**config.mk**
```make
export PLATFORM = sky130hd
export DESIGN_NAME = arch_state_dumper
export DESIGN_NICKNAME = d
export VERILOG_FILES = /design/src/rtl/arch_state_dumper.sv
export SDC_FILE = /design/constraint.sdc
export NUM_CORES = 1
export LEC_CHECK = 0
export ABC_AREA = 0
export CAP_MARGIN = 20
export CORE_MARGIN = 2
export CORE_UTILIZATION = 30
export DETAILED_ROUTE_END_ITERATION = 16
export PLACE_DENSITY = 0.65
export SETUP_SLACK_MARGIN = 0.2
export SLEW_MARGIN = 20
export SYNTH_ARGS = -nofsm -noshare
export SYNTH_HDL_FRONTEND = slang
export SYNTH_SLANG_ARGS = --single-unit
```
**constraint.sdc**
```tcl
create_clock -name clk_i -period 2.3 [get_ports clk_i]
set_clock_uncertainty 0.15 [all_clocks]
set_input_delay 0.345 -clock clk_i [delete_from_list [all_inputs] [get_ports clk_i]]
set_output_delay 0.345 -clock clk_i [all_outputs]
set_load 0.01 [all_outputs]
```
**src/rtl/arch_state_dumper.sv**
```systemverilog
// Purpose: walks the register file and then the first data-memory words, emitting one tagged word per cycle.
// Latency: busy from the request edge, first word valid one edge later, one word per cycle after that.
// Backpressure: output register holds data, tag, index and read addresses while valid && !ready.
//
// Ports:
//   clk_i, rst_i              CPU clock, asynchronous active-high reset
//   dump_req_i                start request (ignored while busy_o)
//   busy_o / cpu_hold_o       dump in progress; CPU pipeline frozen while high
//   done_o                    one-cycle pulse after the final word's handshake
//   reg_addr_o / reg_data_i   register-file read port (combinational data)
//   mem_addr_o / mem_data_i   data-memory read port, word-aligned byte address
//   out_valid_o / out_ready_i / out_data_o / out_tag_o   tagged output stream
//
// Optional feature: define DUMP_CYCLE_STAMP_EN to add a 16-bit free-running cycle
// counter and a header word (tag 0xFF) carrying the counter value at the request edge.
module arch_state_dumper #(
    parameter int NUM_REGS      = 32,
    parameter int NUM_MEM_WORDS = 8,
    parameter int DATA_W        = 32
) (
    input  logic              clk_i,
    input  logic              rst_i,
    input  logic              dump_req_i,
    output logic              busy_o,
    output logic              done_o,
    output logic              cpu_hold_o,
    output logic [4:0]        reg_addr_o,
    input  logic [DATA_W-1:0] reg_data_i,
    output logic [31:0]       mem_addr_o,
    input  logic [DATA_W-1:0] mem_data_i,
    output logic              out_valid_o,
    input  logic              out_ready_i,
    output logic [DATA_W-1:0] out_data_o,
    output logic [7:0]        out_tag_o
);

    localparam int MAX_IDX = (NUM_REGS > NUM_MEM_WORDS) ? NUM_REGS : NUM_MEM_WORDS;
    localparam int IDX_W   = $clog2(MAX_IDX) + 1;
    localparam logic [IDX_W-1:0] LAST_REG = IDX_W'(NUM_REGS - 1);
    localparam logic [IDX_W-1:0] LAST_MEM = IDX_W'(NUM_MEM_WORDS - 1);
    localparam logic [IDX_W-1:0] IDX_ONE  = IDX_W'(1);

`ifdef DUMP_CYCLE_STAMP_EN
    typedef enum logic [1:0] {IDLE, REG, MEM, HDR} state_t;
`else
    typedef enum logic [1:0] {IDLE, REG, MEM} state_t;
`endif

    state_t           state;
    logic [IDX_W-1:0] idx;
    // Set once the last memory word is in the output register; the FSM then only waits for its handshake.
    logic             drain;
    logic             out_load;
    logic             out_hs;

    assign out_load   = !out_valid_o || out_ready_i;
    assign out_hs     = out_valid_o && out_ready_i;
    assign cpu_hold_o = busy_o;

    // Read addresses follow the index only in their own phase, 0 otherwise.
    always_comb begin
        reg_addr_o = '0;
        mem_addr_o = '0;
        if (state == REG) reg_addr_o = 5'(idx);
        if (state == MEM) mem_addr_o = 32'(idx) << 2;
    end

`ifdef DUMP_CYCLE_STAMP_EN
    logic [15:0] cycle_cnt;
    logic [15:0] stamp;

    always_ff @(posedge clk_i or posedge rst_i) begin
        if (rst_i) cycle_cnt <= '0;
        else       cycle_cnt <= cycle_cnt + 16'd1;
    end
`endif

    always_ff @(posedge clk_i or posedge rst_i) begin
        if (rst_i) begin
            state       <= IDLE;
            idx         <= '0;
            drain       <= 1'b0;
            busy_o      <= 1'b0;
            done_o      <= 1'b0;
            out_valid_o <= 1'b0;
            out_data_o  <= '0;
            out_tag_o   <= '0;
`ifdef DUMP_CYCLE_STAMP_EN
            stamp       <= '0;
`endif
        end else begin
            done_o <= 1'b0;
            case (state)
                IDLE: begin
                    if (dump_req_i) begin
                        idx    <= '0;
                        drain  <= 1'b0;
                        busy_o <= 1'b1;
`ifdef DUMP_CYCLE_STAMP_EN
                        stamp  <= cycle_cnt;
                        state  <= HDR;
`else
                        state  <= REG;
`endif
                    end
                end
`ifdef DUMP_CYCLE_STAMP_EN
                HDR: begin
                    if (out_load) begin
                        out_valid_o <= 1'b1;
                        out_data_o  <= DATA_W'({16'h0000, stamp});
                        out_tag_o   <= 8'hFF;
                        state       <= REG;
                    end
                end
`endif
                REG: begin
                    if (out_load) begin
                        out_valid_o <= 1'b1;
                        out_data_o  <= reg_data_i;
                        out_tag_o   <= 8'(idx);
                        if (idx == LAST_REG) begin
                            idx   <= '0;
                            state <= MEM;
                        end else begin
                            idx <= idx + IDX_ONE;
                        end
                    end
                end
                MEM: begin
                    if (!drain) begin
                        if (out_load) begin
                            out_valid_o <= 1'b1;
                            out_data_o  <= mem_data_i;
                            out_tag_o   <= 8'h80 + 8'(idx);
                            if (idx == LAST_MEM) drain <= 1'b1;
                            else                 idx   <= idx + IDX_ONE;
                        end
                    end else if (out_hs) begin
                        out_valid_o <= 1'b0;
                        drain       <= 1'b0;
                        busy_o      <= 1'b0;
                        done_o      <= 1'b1;
                        state       <= IDLE;
                    end
                end
                default: state <= IDLE;
            endcase
        end
    end

endmodule
```
==> results.yml <==
synthesis:
  synth_compound_gate_area_share_pct: 7.27
  largest_area_contributor_in_the_netlist: "dfrtp_1"
  synth_top_family_by_area: "multiplexers"
  post_synth_num_cell_types: 36
  muxShareOfSynthArea_pct: 30.2
  synth-simple-area-share_pct: 6.39
  share_of_async_settable_or_async_resettable_flops_after_synthesis_pct: 100
  yosys_reg_bits: 51
  post_synthesis_cell_area_um2: 3000
  ys.warnings.count: 0
  syn-mean-instance-area_um2: 12.2
  dominantRegCellSynth: "dfrtp_1"
  synth-seq-area-share_pct: 42.6
  synth-xor-area-share_pct: 0
  synth_edf_count: 0
  synth_top_cell_area_share_pct: 42.6
  synthAdderAreaFrac_pct: 2.51
  post_synth_inst_count: 245
  synth.area.top_cells: "dfrtp_1 (43%), mux2_2 (19%), mux2_4 (10%)"
place:
  gpl.final_weighted_congestion: 0.814
  buffer_ports.inserted: 121
  dp_hpwl_mm: 5.42
  placement.cell_area_um2: 4330
finish:
  mostFrequentLayoutCells: "clkdlybuf4s50_1 (110), mux2_2 (51), dfrtp_1 (50)"
  nFillCells: 904
  multi_input_comb_area_um2: 1530
  final_common_cell: "clkdlybuf4s50_1"
  final_design_area_excluding_fillers_um2: 4580
  n_antenna_cell: 0
  drive_above_1_share_pct: 29.7
  finish.net_count: 458
  relative_area_change_from_synthesis_to_final_layout_pct: 52.7
  register_area_um2: 1280
grt:
  pin_count_of_the_biggest_net_entering_global_routing: 30
  initial_antenna_violation_count: 0
  grt_overflow_total: 0
  globalRouteTotalUtil_pct: 12.5
  wire_length_of_the_first_global_routing_pass_mm: 11.2
  first_global_vias: 2294
floorplan:
  floorplan.die_area_um2: 10800
  boundaryPins: 149
  floorplan.initialDensity_pct: 30.8
  die_height_um: 104
  placementRows: 36
  placeableCoreArea_um2: 9730
  die_width_um: 104
worst_setup_path:
  regToRegSetupSlack_ns: 0.23
  worst_setup_path_start_kind: "register"
  crit_path_dat_ns: 2.11
  worstPathCellList: "buf_4 -> ha_4 -> buf_12 -> o21ai_0 -> a21o_1 -> o221ai_1 -> o2bb2ai_1"
  worst_ep_required_time_ns: 2.34
  critPathBufInv: 2
  critical_path.max_fanout: 29
  worst_setup_path_end_kind: "register"
  cp_top_family: "compound AO/OA/AOI/OAI gates"
  crit_slowest_cell: "o21ai_0"
  critical-path-max-stage-delay_ns: 0.45
  critical_path_class: "reg2reg"
status:
  run_status: "finished, final reports clean"
clock_network:
  tritoncts_num_sinks: 51
  clockRootBuffer: "clkbuf_8"
  clock_path_buffers: 2
  holdBufCountCts: 0
  tritoncts: "done"
  clkSlewWorstSetupHoldPaths_ns: 0.09
  htree_num_levels: 2
  cts_made_buffers: 5
  insertion_delay_ns: 0.30
power_and_ir_drop:
  vdd.ir_drop.worst_uv: 367
  power.density_nw_per_um2: 964
  static-leakage-power_nw: 1.98
  fin_total_pwr_mw: 4.41
routing:
  avgRoutedWirePerCell_um: 13.8
  route.vias.total: 2274
  detailedRoute.firstIterationViolations: 45
  route.detailed.vias_per_inst: 4.40
  antenna_left: 0
  drc_errors: 0
  wl_mm: 7.16
  drt_pass1_iterations: 4
sta:
  finalSetupTns_ns: 0
  timing.final.max_slew_violations: 0
  finalCritPeriodShare_pct: 90.0
  relSlewSlack_pct: 65.0
  max_freq_mhz: 483
  timing.final.crit_period_ns: 2.07
  grt_setup_unrepaired: "yes"
  setup_viol_count_final: 0
  tightest_slew_ns: 0.520
  finalHoldViolCount: 0
flow_run:
  maxCapViolCount: 0
min_path:
  hold_path.class: "in2async"
-- cells in the mapped netlist (3+ instances only) --
cell type / count
mux2_4: 20
ha_1: 6
a21oi_1: 7
nor3_1: 4
o221ai_1: 4
dfrtp_1: 51
and2_1: 7
mux2i_1: 3
buf_4: 30
o21ai_0: 6
mux2_2: 51
clkbuf_1: 3
nand3_1: 3
nor2_1: 11
nand2_1: 6
inv_1: 8
-- logic make-up (layout without fill, tap and decap cells) --
logic type               count (synthesis)  count (layout)
AND/OR/NAND/NOR                         37              37
adder cells (fa/ha/maj)                  6               6
flip-flops                              51              51
multiplexers                            74              74
AO/OA/AOI/OAI                           30              30
other                                    1              27
buffers and inverters                   46             159
-- power breakdown --
part | switching (mW) | total (mW) | internal, mW
clock | 0.298 | 0.617 | 0.320
combinational | 0.887 | 2.39 | 1.50
sequential | 0.174 | 1.40 | 1.23
-- repair_timing --
action / 4_1_cts / 5_1_grt
gates resized for setup: 18 / 12
cloned: 0 / 3
setup endpoints to repair: 15 / 37
pin swaps: 0 / 2
buffers inserted: 4 / 2
-- metrics by stage --
step	hold slack (ns)	worst slack (ns)	instances	utilization (%)
2_1_floorplan	0.298	0.250	271	-
3_3_place_gp	0.338	0.0928	501	44.5
3_5_place_dp	0.343	0.0412	501	44.5
4_1_cts	0.228	0.218	512	45.9
5_1_grt	0.265	0.156	517	47.0
6_report	0.214	0.231	517	47.0
-- final cells by class --
class                      count  area share, %
sequential                    51           27.9
tap                          133           3.64
clock inverter                 1          0.656
multi-input combinational    174           33.4
inverter                       8          0.711
clock buffer                   6           1.59
timing repair buffer         144           32.1
-- path summary, 6_finish.rpt --
check | startpoint | end | cells after the start
worst max-delay path | state[1] | idx[2] | 7
worst max register to register | state[1] | idx[2] | 7
worst min-delay path | rst_i | out_data_o[26] | 2
worst min register to register | out_data_o[10] | out_data_o[10] | 1
max in group asynchronous | rst_i | out_data_o[7] | 3
min in group clk_i | out_data_o[10] | out_data_o[10] | 1
-- metal layers --
layer / share of wire (%) / global-route usage, % / up-vias
li1: - / - / 1087
met1: 41 / 14.8 / 1099
met2: 51 / 22.2 / 81
met3: 6.6 / 3.63 / 7
met4: 1.2 / 3.28 / 0
met5: 0 / 0 / -
-- registers in the layout (all words and copies together) (netlist names) --
| register | cells |
|---|---|
| state | 2 |
| drain | 1 |
| idx | 6 |
| out_tag_o | 7 |
| busy_o | 1 |
| out_valid_o | 1 |
| done_o | 1 |
| out_data_o | 32 |
No activity file was read; power rests on OpenSTA's default activity.
